[src/rtl/usb_attach_ctrl_if.sv]
// Control/status bundle between the attach sequencer and the SoC top.
// Latency: none (wires only).
// Backpressure: none; level signals only.
interface usb_attach_ctrl_if;
  logic       sleep_i;
  logic       dp_pu_i;
  logic       reconnect_i;
  logic       usb_rstn_o;
  logic       pu_en_o;
  logic       led_o;
  logic [2:0] state_o;

  modport master (
    output sleep_i, dp_pu_i, reconnect_i,
    input  usb_rstn_o, pu_en_o, led_o, state_o
  );

  modport slave (
    input  sleep_i, dp_pu_i, reconnect_i,
    output usb_rstn_o, pu_en_o, led_o, state_o
  );
endinterface

[src/rtl/usb_attach_ctrl.sv]
// USB power-up/attach/suspend/detach sequencer with LED pattern; USB_ATTACH_WDOG_EN adds ATTACH watchdog.
// Latency: input pin to registered output in 3 clk_1mhz cycles (2-flop sync + state register).
// Backpressure: none; reconnect acts on its synchronized rising edge only.
module usb_attach_ctrl #(
  parameter int CNT_W           = 21,
  parameter int STARTUP_US      = 1000,
  parameter int DETACH_US       = 100000,
  parameter int SUSPEND_FILT_US = 3000,
  parameter int BLINK_LOG2      = 17,
  parameter int WDOG_US         = 1000000
) (
  input  logic              clk_1mhz,
  input  logic              rstn,
  usb_attach_ctrl_if.slave  bus
);

  typedef enum logic [2:0] {
    RESET_HOLD = 3'd0,
    ATTACH     = 3'd1,
    ACTIVE     = 3'd2,
    SUSPEND    = 3'd3,
    DETACH     = 3'd4
  } state_t;

  localparam logic [CNT_W-1:0] STARTUP_LAST = CNT_W'(STARTUP_US - 1);
  localparam logic [CNT_W-1:0] DETACH_LAST  = CNT_W'(DETACH_US - 1);
  localparam logic [CNT_W-1:0] FILT_LAST    = CNT_W'(SUSPEND_FILT_US - 1);
  localparam int               BW           = BLINK_LOG2 + 3;

  logic sleep_m, sleep_s, dp_m, dp_s, rc_m, rc_s, rc_d;
  logic rc_edge;

  state_t            state, nxt;
  logic [CNT_W-1:0]  timer, tmr_inc, tmr_nxt;
  logic [BW-1:0]     blink_cnt, blink_nxt;
  logic              usb_rstn_r, pu_en_r, led_r;
  logic              usb_rstn_nxt, led_nxt;

  always_ff @(posedge clk_1mhz or negedge rstn) begin
    if (!rstn) begin
      sleep_m <= 1'b0;
      sleep_s <= 1'b0;
      dp_m    <= 1'b0;
      dp_s    <= 1'b0;
      rc_m    <= 1'b0;
      rc_s    <= 1'b0;
      rc_d    <= 1'b0;
    end else begin
      sleep_m <= bus.sleep_i;
      sleep_s <= sleep_m;
      dp_m    <= bus.dp_pu_i;
      dp_s    <= dp_m;
      rc_m    <= bus.reconnect_i;
      rc_s    <= rc_m;
      rc_d    <= rc_s;
    end
  end

  assign rc_edge   = rc_s & ~rc_d;
  assign tmr_inc   = (&timer) ? timer : timer + 1'b1;
  assign blink_nxt = blink_cnt + 1'b1;

`ifdef USB_ATTACH_WDOG_EN
  localparam logic [CNT_W-1:0] WDOG_LAST = CNT_W'(WDOG_US - 1);
  logic wd_det, wd_trip;
`endif

  always_comb begin
    nxt     = state;
    tmr_nxt = tmr_inc;
`ifdef USB_ATTACH_WDOG_EN
    wd_trip = 1'b0;
`endif
    case (state)
      RESET_HOLD: if (timer == STARTUP_LAST) nxt = ATTACH;
      ATTACH: begin
        if (rc_edge)    nxt = DETACH;
        else if (dp_s)  nxt = ACTIVE;
`ifdef USB_ATTACH_WDOG_EN
        else if (timer == WDOG_LAST) begin
          nxt     = DETACH;
          wd_trip = 1'b1;
        end
`else
        tmr_nxt = '0;
`endif
      end
      ACTIVE: begin
        if (rc_edge)      nxt = DETACH;
        else if (!dp_s)   nxt = ATTACH;
        else if (!sleep_s) tmr_nxt = '0;
        else if (timer == FILT_LAST) nxt = SUSPEND;
      end
      SUSPEND: begin
        if (rc_edge)       nxt = DETACH;
        else if (!dp_s)    nxt = ATTACH;
        else if (!sleep_s) nxt = ACTIVE;
      end
      DETACH:  if (timer == DETACH_LAST) nxt = ATTACH;
      default: nxt = RESET_HOLD;
    endcase
    if (nxt != state) tmr_nxt = '0;
  end

  // Outputs are computed from the next state so they land in the same cycle as state_o.
  always_comb begin
    usb_rstn_nxt = (nxt != RESET_HOLD);
`ifdef USB_ATTACH_WDOG_EN
    if (nxt == DETACH && ((nxt != state) ? wd_trip : wd_det) && tmr_nxt < CNT_W'(16))
      usb_rstn_nxt = 1'b0;
`endif
    case (nxt)
      ATTACH:  led_nxt = blink_nxt[BLINK_LOG2];
      ACTIVE:  led_nxt = 1'b1;
      SUSPEND: led_nxt = (blink_nxt[BW-1:BLINK_LOG2] == 3'd0);
      default: led_nxt = 1'b0;
    endcase
  end

  always_ff @(posedge clk_1mhz or negedge rstn) begin
    if (!rstn) begin
      state      <= RESET_HOLD;
      timer      <= '0;
      blink_cnt  <= '0;
      usb_rstn_r <= 1'b0;
      pu_en_r    <= 1'b0;
      led_r      <= 1'b0;
    end else begin
      state      <= nxt;
      timer      <= tmr_nxt;
      blink_cnt  <= blink_nxt;
      usb_rstn_r <= usb_rstn_nxt;
      pu_en_r    <= (nxt == ATTACH) || (nxt == ACTIVE) || (nxt == SUSPEND);
      led_r      <= led_nxt;
    end
  end

`ifdef USB_ATTACH_WDOG_EN
  always_ff @(posedge clk_1mhz or negedge rstn) begin
    if (!rstn)              wd_det <= 1'b0;
    else if (nxt != state)  wd_det <= wd_trip;
  end
`endif

  assign bus.usb_rstn_o = usb_rstn_r;
  assign bus.pu_en_o    = pu_en_r;
  assign bus.led_o      = led_r;
  assign bus.state_o    = state;

endmodule

[src/flat_wrapper.sv]
// flat-port wrapper written by rule: the top's interface ports become plain ports
module usb_attach_ctrl_flat 
#(
  parameter int CNT_W           = 21,
  parameter int STARTUP_US      = 1000,
  parameter int DETACH_US       = 100000,
  parameter int SUSPEND_FILT_US = 3000,
  parameter int BLINK_LOG2      = 17,
  parameter int WDOG_US         = 1000000
)
  (clk_1mhz, rstn, bus_sleep_i, bus_dp_pu_i, bus_reconnect_i, bus_usb_rstn_o, bus_pu_en_o, bus_led_o, bus_state_o);
  usb_attach_ctrl_if bus_i ();
  input  logic clk_1mhz;
  input  logic rstn;
  input wire logic [$bits(bus_i.sleep_i)-1:0] bus_sleep_i;
  input wire logic [$bits(bus_i.dp_pu_i)-1:0] bus_dp_pu_i;
  input wire logic [$bits(bus_i.reconnect_i)-1:0] bus_reconnect_i;
  output wire logic [$bits(bus_i.usb_rstn_o)-1:0] bus_usb_rstn_o;
  output wire logic [$bits(bus_i.pu_en_o)-1:0] bus_pu_en_o;
  output wire logic [$bits(bus_i.led_o)-1:0] bus_led_o;
  output wire logic [$bits(bus_i.state_o)-1:0] bus_state_o;
  assign bus_i.sleep_i = bus_sleep_i;
  assign bus_i.dp_pu_i = bus_dp_pu_i;
  assign bus_i.reconnect_i = bus_reconnect_i;
  assign bus_usb_rstn_o = bus_i.usb_rstn_o;
  assign bus_pu_en_o = bus_i.pu_en_o;
  assign bus_led_o = bus_i.led_o;
  assign bus_state_o = bus_i.state_o;
  usb_attach_ctrl #(.CNT_W(CNT_W), .STARTUP_US(STARTUP_US), .DETACH_US(DETACH_US), .SUSPEND_FILT_US(SUSPEND_FILT_US), .BLINK_LOG2(BLINK_LOG2), .WDOG_US(WDOG_US)) u_core (.clk_1mhz(clk_1mhz), .rstn(rstn), .bus(bus_i));
endmodule
[config.mk]
export PLATFORM = sky130hd
export DESIGN_NAME = usb_attach_ctrl_flat
export DESIGN_NICKNAME = d
export VERILOG_FILES = /design/src/rtl/usb_attach_ctrl_if.sv /design/src/rtl/usb_attach_ctrl.sv /design/src/flat_wrapper.sv
export SDC_FILE = /design/constraint.sdc
export NUM_CORES = 1
export LEC_CHECK = 0
export ABC_CLOCK_PERIOD_IN_PS = 1800
export CAP_MARGIN = 15
export CORE_MARGIN = 5
export CORE_UTILIZATION = 35
export DETAILED_ROUTE_END_ITERATION = 8
export SLEW_MARGIN = 20
export SYNTH_ARGS = -nofsm -noshare
export SYNTH_HDL_FRONTEND = slang
export SYNTH_SLANG_ARGS = --single-unit
export TNS_END_PERCENT = 50
[constraint.sdc]
create_clock -name clk_1mhz -period 1.8 [get_ports clk_1mhz]
set_input_delay 0.54 -clock clk_1mhz [delete_from_list [all_inputs] [get_ports clk_1mhz]]
set_output_delay 0.54 -clock clk_1mhz [all_outputs]
set_load 0.1 [all_outputs]
==> results by group, run 1 <==
Run status
  – Status: finished, violations left
  – Failing checks: negative setup slack

Place
  – DPL Wire Length: 3970 µm
  – IO buf count: 10
  – Area after DPL: 3260 µm²
  – Gpl congestion: 0.809
  – Inst Count DP: 401

Global route
  – Gr busiest metal: met2
  – GR Util All Layers: 0.120
  – M1 GR Usage: 0.163
  – Met2 Use GR: 0.187
  – Total grt overflow: 0
  – Largest net degree at the start of global routing: 40
  – Global-route wire length before repair: 9340 µm
  – Met3 Use GR: 0.0295
  – Vias in the first global route: 1953
  – Initial antenna violation count: 0

Synth
  – Seq cells post-synth: 54
  – Mapped Avg Cell Area: 10.4 µm²
  – Unique masters post-synth: 45
  – Mapped Area: 2630 µm²
  – Area contributors post-synth: dfrtp_1 51%, xnor2_1 7.7%, nor2_1 4.1%
  – Post-synthesis sequential area ratio: 0.514
  – Post-synth net total: 260
  – Post-Syn Instances: 253
  – Post-synth top area share: 0.514
  – Most used DFF post-synth: dfrtp_1
  – Cell taking the most area after synthesis: dfrtp_1
  – Syn. warnings: 0
  – Async S/R FF share, synth: 1.00
  – EDFF count, synth: 0

Timing
  – Max-slew violation count: 0
  – Max_slew headroom: 0.721
  – RSZ-0062 raised after global routing: yes
  – Crit path time final: 2.07 ns
  – Fmax: 0.482 GHz
  – Setup violators final: 24
  – Fin Clk Skew: 0.0139 ns
  – Final WS setup: -0.274 ns
  – Actual slew at the worst max-slew pin: 0.419 ns
  – Crit share post-route: 1.15
  – Hold Violations, Final: 0

Power
  – Internal power: 1.52 mW
  – Combinational share of power: 0.021
  – Sw power: 0.469 mW
  – Static Leak: 1.47 nW
  – Switching share of power: 0.235
  – Power share of the sequential group: 0.614
  – Clk pwr share: 0.365
  – Peak supply drop: 0.000413 V
  – PD cells: 591 nW/µm²

Clocking
  – Clk Latency, worst-skew pair: 0.32 ns
  – CTS root buf: clkbuf_8
  – CTS tree: done
  – CTS Sinks: 54
  – Total CTS buffers: 5
  – Cts hold-fix bufs: 0
  – Max Buffers Root-to-Sink: 2
  – Clock transition at path regs: 0.10 ns
  – H-tree Lvls: 2

Worst setup path
  – CP Class: reg -> reg
  – Reg2Reg Depth: 7
  – Critical Path, Cell by Cell: or4_4 -> nor4_4 -> a41oi_2 -> o211ai_2 -> a21o_4 -> buf_12 -> a211oi_2
  – Worst EP arrival: 2.28 ns
  – Worst r2r src: u_core.timer[20]
  – R2R Path End: u_core.timer[4]
  – FF-to-FF setup slack: -0.27 ns
  – CP max stage cell: or4_4
  – Setup crit end kind: register
  – Max incr delay on CP: 0.56 ns
  – CP Launch Type: register
  – Critical Path Fanout Max: 11
  – Req. time, crit path: 2.00 ns

Floorplan
  – Num rows: 31
  – Die width: 96.7 µm
  – Initial core utilization: 0.361
  – I/O pin cnt: 11
  – Core ar.: 7290 µm²
  – Die Ht: 96.7 µm
  – DIE AREA: 9350 µm²

Finish
  – Area grow syn2layout: 28.1%
  – Layout cell share with drive strength beyond 1: 0.280
  – Diode count: 0
  – Most common cell after layout, fill and taps aside: dfrtp_1
  – Most frequent cells in the layout: 51 x dfrtp_1, 42 x buf_4, 28 x nor2_1, 23 x xnor2_1, 20 x nand2_1
  – Fin nets: 317
  – Layout Cells excl Fill: 410
  – Final instance area: 3370 µm²
  – Core Util, Final: 0.462

Min path
  – HP Class: in -> async

Drt
  – Drc violations: 0
  – Vias: 1962
  – DR vias/cell: 4.79
  – WL final: 5240 µm
  – Wire per inst: 12.8 µm
  – Initial DRC count: 106
  – Detail Route Antenna Nets: 0
  – DR pass1 iterations: 4

Job
  – Max_cap viols: 0
-- per-layer routing --
metal | vias up | part of all wire | wire length (µm)
li1 | 997 | - | -
met4 | 0 | 0.015 | 78
met1 | 944 | 0.50 | 2610
met5 | - | 0 | 0
met2 | 12 | 0.46 | 2430
met3 | 9 | 0.023 | 119
-- sequential cells by signal, indices dropped and copies added, names as in the netlist --
signal and cells:
u_core.bus.state_o 3, u_core.bus.led_o 1, u_core.timer 21, u_core.rc_m 1, u_core.rc_s 1, u_core.blink_cnt 20
u_core.bus.usb_rstn_o 1, u_core.dp_m 1, u_core.rc_d 1, u_core.bus.pu_en_o 1, u_core.dp_s 1, u_core.sleep_s 1
u_core.sleep_m 1
-- cells in the mapped netlist (3+ instances only) --
| master | count |
|---|---|
| nor2_2 | 9 |
| a31oi_1 | 3 |
| nand2_1 | 20 |
| nand4_1 | 14 |
| and4_1 | 5 |
| o21ai_0 | 3 |
| xor2_1 | 12 |
| nor2_1 | 29 |
| nor3_1 | 11 |
| a21oi_1 | 4 |
| nand3_1 | 16 |
| nor3b_1 | 3 |
| dfrtp_1 | 54 |
| and2_1 | 3 |
| xnor2_1 | 23 |
| inv_1 | 9 |
-- stage by stage --
stage	worst slack [ns]	power (mW)	TNS (ns)	hold WS (ns)
after floorplan	-0.188	1.25	-3.76	0.244
after global placement	-0.236	1.29	-5.19	0.335
after detailed placement	-0.295	1.29	-6.53	0.335
after CTS	-0.306	2.02	-6.72	0.149
after global routing	-0.398	2.08	-8.70	0.174
final	-0.274	1.99	-6.01	0.146
-- worst max-delay path, delay by kind of cell, from the launching register on --
| kind | cells | cell delay (ns) |
|---|---|---|
| AOI/OAI and AO/OA | 4 | 0.52 |
| buffers and inverters | 1 | 0.13 |
| DFF | 1 | 0.40 |
| and+or+nand+nor | 2 | 0.91 |
-- power by group through the flow --
stage / logic, mW / registers, mW / clock network (mW)
after floorplan: 0.00369 / 1.25 / 0
after global placement: 0.0434 / 1.25 / 0
after detailed placement: 0.0440 / 1.25 / 0
after CTS: 0.0441 / 1.22 / 0.752
after global routing: 0.0493 / 1.23 / 0.802
final: 0.0418 / 1.22 / 0.726
-- cells by family after synthesis --
logic type,count (synthesis),share of synthesized area
compound gates,21,0.0656
xor+xnor,35,0.117
fa+ha+maj,2,0.00951
buf+inv,14,0.0266
flops,54,0.514
mux,1,0.00381
simple gates,126,0.264
-- area by class of cell --
class / count / area (µm²)
Tap cell: 99 / 124
Inverter: 9 / 33.8
Clock inverter: 3 / 28.8
Fill cell: 715 / 3920
Multi-Input combinational cell: 185 / 1220
Sequential cell: 54 / 1360
Clock buffer: 5 / 68.8
Timing Repair Buffer: 55 / 531
-- how the worst max path moves through the flow --
stage | startpoint | slack [ns] | to | cells after the start
2_1_floorplan | u_core.timer[17] | -0.19 | u_core.timer[4] | 7
3_3_place_gp | u_core.timer[19] | -0.24 | u_core.timer[18] | 7
3_5_place_dp | u_core.timer[19] | -0.29 | u_core.timer[9] | 7
4_1_cts | u_core.timer[11] | -0.31 | u_core.timer[4] | 7
5_1_grt | u_core.timer[20] | -0.40 | u_core.timer[16] | 7
6_report | u_core.timer[20] | -0.27 | u_core.timer[4] | 7
-- timing repair --
| item | 4_1_cts | 5_1_grt |
|---|---|---|
| buffers inserted | 1 | 0 |
| cloned | 0 | 0 |
| pin swaps | 6 | 7 |
| gates resized for setup | 2 | 0 |
| endpoints found under the setup margin | 24 | 26 |
Note: power is estimated with default switching activity, not from simulation.
==> inputs of run 2 (changes only) <==
--- a/constraint.sdc
+++ b/constraint.sdc
@@ -3,2 +3,2 @@
 set_output_delay 0.54 -clock clk_1mhz [all_outputs]
-set_load 0.1 [all_outputs]
+set_load 0.01 [all_outputs]
==> run 2 against run 1 <==
Net effect:
- the run still ends with negative setup slack left
- critical path type unchanged
- non-clock buffer count decreased by 2
- largest cell class unchanged
- cell count fell by 0.49%
- flip-flop and latch count unchanged
- via count is 0.31% higher
- clock skew decreased by 0.0052 ns
- global-route usage up 0.16 points
- combinational power barely moved
- total power shrank 0.19%
==> results by group, run 2 (synthesis gave the netlist of run 1 again) <==
Global route
  – Largest net degree at the start of global routing: 55
  – Global-route wire length before repair: 9560 µm
  – Vias in the first global route: 2063
  – GR Util All Layers: 0.121
  – Total grt overflow: 0
  – Initial antenna violation count: 0

Timing
  – RSZ-0062 raised after global routing: yes
  – Hold Violations, Final: 0
  – Worst hold slack: 0.201 ns
  – Fmax: 0.482 GHz
  – Max-slew violation count: 0
  – Final WS setup: -0.275 ns
  – Fin Clk Skew: 0.00873 ns
  – Setup TNS: -5.99 ns
  – Actual slew at the worst max-slew pin: 0.330 ns
  – Crit share post-route: 1.15
  – Crit path time final: 2.08 ns
  – Max_slew headroom: 0.777
  – Setup violators final: 24

Worst setup path
  – Critical Path Fanout Max: 11
  – Req. time, crit path: 2.00 ns
  – CP Class: reg -> reg
  – Worst r2r src: u_core.timer[19]
  – Reg2Reg Depth: 7
  – Setup crit end kind: register
  – FF-to-FF setup slack: -0.28 ns
  – R2R Path End: u_core.timer[15]
  – Worst EP arrival: 2.28 ns
  – CP Launch Type: register

Floorplan
  – Die Ht: 96.7 µm
  – Die width: 96.7 µm
  – I/O pin cnt: 11
  – Num rows: 31
  – Initial core utilization: 0.361
  – DIE AREA: 9350 µm²
  – Core ar.: 7290 µm²

Finish
  – Layout cell share with drive strength beyond 1: 0.246
  – Max FFs per register: 21
  – Core Util, Final: 0.449
  – Biggest register: u_core.timer
  – Area grow syn2layout: 24.5%
  – Most common cell after layout, fill and taps aside: dfrtp_1
  – Diode count: 0
  – Fill cell count: 731
  – Layout Cells excl Fill: 408
  – Most frequent cells in the layout: 54 x dfrtp_1, 40 x buf_4, 28 x nor2_1, 23 x xnor2_1, 20 x nand2_1
  – Fin nets: 315

Power
  – Static Leak: 1.48 nW
  – PD cells: 607 nW/µm²
  – Peak supply drop: 0.000516 V

Clocking
  – Clock transition at path regs: 0.11 ns
  – CTS root buf: clkbuf_8
  – H-tree Lvls: 2
  – CTS Sinks: 54
  – Max Buffers Root-to-Sink: 2
  – Total CTS buffers: 5
  – CTS tree: done
  – Clk Latency, worst-skew pair: 0.31 ns

Drt
  – Wire per inst: 12.6 µm
  – Detail Route Antenna Nets: 0
  – WL final: 5160 µm
  – Initial DRC count: 65
  – Vias: 1968
  – DR pass1 iterations: 4
  – Drc violations: 0
  – DR vias/cell: 4.82

Run status
  – Status: finished, violations left
  – Failing checks: negative setup slack

Min path
  – HP Class: in -> async

Place
  – Gpl congestion: 0.837
  – IO buf count: 10
  – Inst Count DP: 398
  – DPL Wire Length: 3830 µm

Job
  – Max_cap viols: 0
==> run 2: cell count changes in the layout (fill, tap and decap cells not counted), sizes merged <==
cell / change
clkdlybuf4s50: +2
inv: +1
buf: -8
dlygate4sd2: +3
clkinv: -1
dlymetal6s2s: +1
==> run 2: worst max path at each step <==
stage | start | endpoint | depth (start not counted)
after floorplan | u_core.timer[17] | u_core.timer[4] | 7
after global placement | u_core.timer[19] | u_core.timer[9] | 7
after detailed placement | u_core.timer[19] | u_core.timer[15] | 7
after CTS | u_core.timer[11] | u_core.timer[15] | 7
after global routing | u_core.timer[19] | u_core.timer[1] | 7
final | u_core.timer[19] | u_core.timer[15] | 7
==> run 2: worst max-delay path: stages, from the launching register on <==
cell and delay (ns):
dfrtp_1 0.39, or4_4 0.56, nor4_4 0.37, a41oi_2 0.19, o211ai_2 0.10, a21o_4 0.17, buf_12 0.14, nor2_1 0.05
==> run 2: repair_timing <==
| action | 4_1_cts | 5_1_grt |
|---|---|---|
| setup endpoints to repair | 27 | 27 |
| buffers inserted | 2 | 0 |
| pin swaps | 6 | 2 |
| gates resized for setup | 6 | 1 |
| hold buffers | 0 | 0 |
==> run 2: cell type report <==
type / instances / area (µm²) / share of cell area
inverter: 9 / 33.8 / 0.0103
tap: 99 / 124 / 0.0378
clock buffer: 5 / 68.8 / 0.0210
timing repair buffer: 53 / 454 / 0.139
sequential: 54 / 1350 / 0.413
clock inverter: 3 / 28.8 / 0.00879
multi-input combinational: 185 / 1210 / 0.371
==> run 2: power breakdown <==
part           total (mW)  internal (mW)  switching [mW]
combinational      0.0416         0.0140          0.0276
clock               0.723          0.292           0.431
sequential           1.22           1.22         0.00381
==> run 2: per-layer routing <==
| layer | vias to the layer above | GRT usage | wire [µm] | part of all wire |
|---|---|---|---|---|
| met4 | 0 | 0.0335 | 77 | 0.015 |
| met5 | - | 0 | 0 | 0 |
| met1 | 950 | 0.172 | 2590 | 0.50 |
| met3 | 7 | 0.0223 | 134 | 0.026 |
| li1 | 991 | - | - | - |
| met2 | 20 | 0.189 | 2360 | 0.46 |
==> run 2: stage by stage <==
step	power [mW]	worst slack (ns)	instance area, µm²
final	1.99	-0.275	3280
after global routing	2.09	-0.381	3280
after CTS	2.02	-0.268	3270
after detailed placement	1.29	-0.257	3160
after global placement	1.29	-0.241	3160
after floorplan	1.25	-0.178	2630
==> RTL change, RTL diff (flow settings as in run 2) <==
Add a define of `USB_ATTACH_WDOG_EN`.
--- a/src/rtl/usb_attach_ctrl.sv
+++ b/src/rtl/usb_attach_ctrl.sv
@@ -1,6 +1,8 @@
 // USB power-up/attach/suspend/detach sequencer with LED pattern; USB_ATTACH_WDOG_EN adds ATTACH watchdog.
 // Latency: input pin to registered output in 3 clk_1mhz cycles (2-flop sync + state register).
 // Backpressure: none; reconnect acts on its synchronized rising edge only.
+`define USB_ATTACH_WDOG_EN
+
 module usb_attach_ctrl #(
   parameter int CNT_W           = 21,
   parameter int STARTUP_US      = 1000,
Formal check against the unedited RTL: no difference found for any inputs over 10 cycles, from zero or initial values and one cycle with rstn low; that may be too few to reach the edited logic, so the function may still have changed.
==> RTL change against run 2 <==
The run still ends with negative setup slack left. Power up 4.3%. Routed wire length up 37%. Via count up 27%. Sequential cell count up 1. Setup slack worse by 260 ps. Critical path type unchanged. Design area up 24%. Largest cell class is now multi-input gates. Combinational power up 53%. Area after synthesis up 9.8%. Clock skew up 2.4 ps. Critical path depth up 1.
==> RTL change: results (changes against run 2) <==
status finished, violations left; skew final 11.2 ps (+2.43 ps); 1st-iter DRT viols 122 (+88%); Routed wire per std cell 13.8 um (+9.2%); maximum number of pins on one net before global-route repair 21 (-62%); final setup fails 27 (+13%); vias in the first global route 2651 (+29%); vias per cell 4.90 (+1.6%); placed cell areas 3830 um2 (+21%); HPWL after detailed placement 5260 um (+38%); GRT Resource Usage Total 15.1% (+3.0 points); failing checks negative setup slack; share of cells above drive strength 1 36.9% (+12 points); slowest cell on the critical path or4b_1; placed cells 500 (+26%); CP arrival 2540 ps (+260 ps); R2R depth 8 (+1); Filler Cell Count 763 (+4.4%); post-synth cell types 51 (+13%); Seq/Total Area, Yosys 47.6% (-3.7 points); slowest stage delay, CP 520 ps (-40 ps); Setup TNS Final -12340 ps (-6350 ps); top cells by count, synth dfrtp_1, nor2_1, nand2_1; Synth area leaders dfrtp_1, xnor2_1, nor2_1; WL final 7050 um (+37%); slew at the pin closest to its max-slew limit 347 ps (+16.2 ps); Lkg Pwr 1.86 nW (+26%); Avg Cell Area, Syn 9.66 um2 (-7.1%); post-route setup slack -532 ps (-256 ps)
RTL change: logic make-up (layout without fill, tap and decap cells):
group | Yosys count | after routing | synth area share (%)
adders and majority gates | 2 | 2 | 0.866
xor gates and xnor gates | 39 | 39 | 11.8
and+or+nand+nor | 153 | 155 | 28.0
muxes | 2 | 2 | 0.780
buffers and inverters | 19 | 124 | 3.33
DFF | 55 | 55 | 47.6
AOI/OAI and AO/OA | 29 | 29 | 7.54
RTL change: metrics by stage:
stage               hold WS [ps]  setup WS, ps  power [mW]
finish                       104          -532        2.07
global route                 125          -684        2.16
CTS                          114          -558        2.11
detailed placement           336          -643        1.34
global placement             337          -640        1.34
floorplan                    244          -541        1.28
RTL change: worst paths after layout:
check                              endpoint  slack, ps              from
max reg2reg                u_core.timer[17]       -530  u_core.timer[10]
min in group clk_1mhz           u_core.rc_s        360       u_core.rc_m
max                        u_core.timer[17]       -530  u_core.timer[10]
min reg2reg                     u_core.rc_s        360       u_core.rc_m
min                         u_core.timer[3]        100              rstn
max in group asynchronous    u_core.sleep_s       1090              rstn
RTL change: repair_timing:
item                       4_1_cts  5_1_grt
setup buffers                    1        0
setup endpoints to repair       30       29
gates cloned                     2        0
pin swaps                        7        8
gates resized for setup         13       15
RTL change: power breakdown:
group          internal (mW)  switching, mW  leakage, nW  total, mW
clock                  0.294          0.470       0.0515      0.764
sequential              1.24        0.00323        0.720       1.25
combinational         0.0288         0.0349         1.08     0.0638
total                   1.57          0.508         1.86       2.07
RTL change: layer usage:
metal	track usage [%]	wire length (um)
met5	0	0
met4	3.73	98
met3	2.91	198
met2	25.0	3420
met1	20.4	3340
RTL change: cell type report:
type                            instances  area [um2]  share of cell area (%)
Inverter                                5        18.8                   0.461
Clock inverter                          3        33.8                   0.829
Sequential cell                        55        1380                    33.8
Multi-Input combinational cell        227        1560                    38.2
Timing Repair Buffer                  111         887                    21.8
Tap cell                              105         131                    3.22
Clock buffer                            5        68.8                    1.69
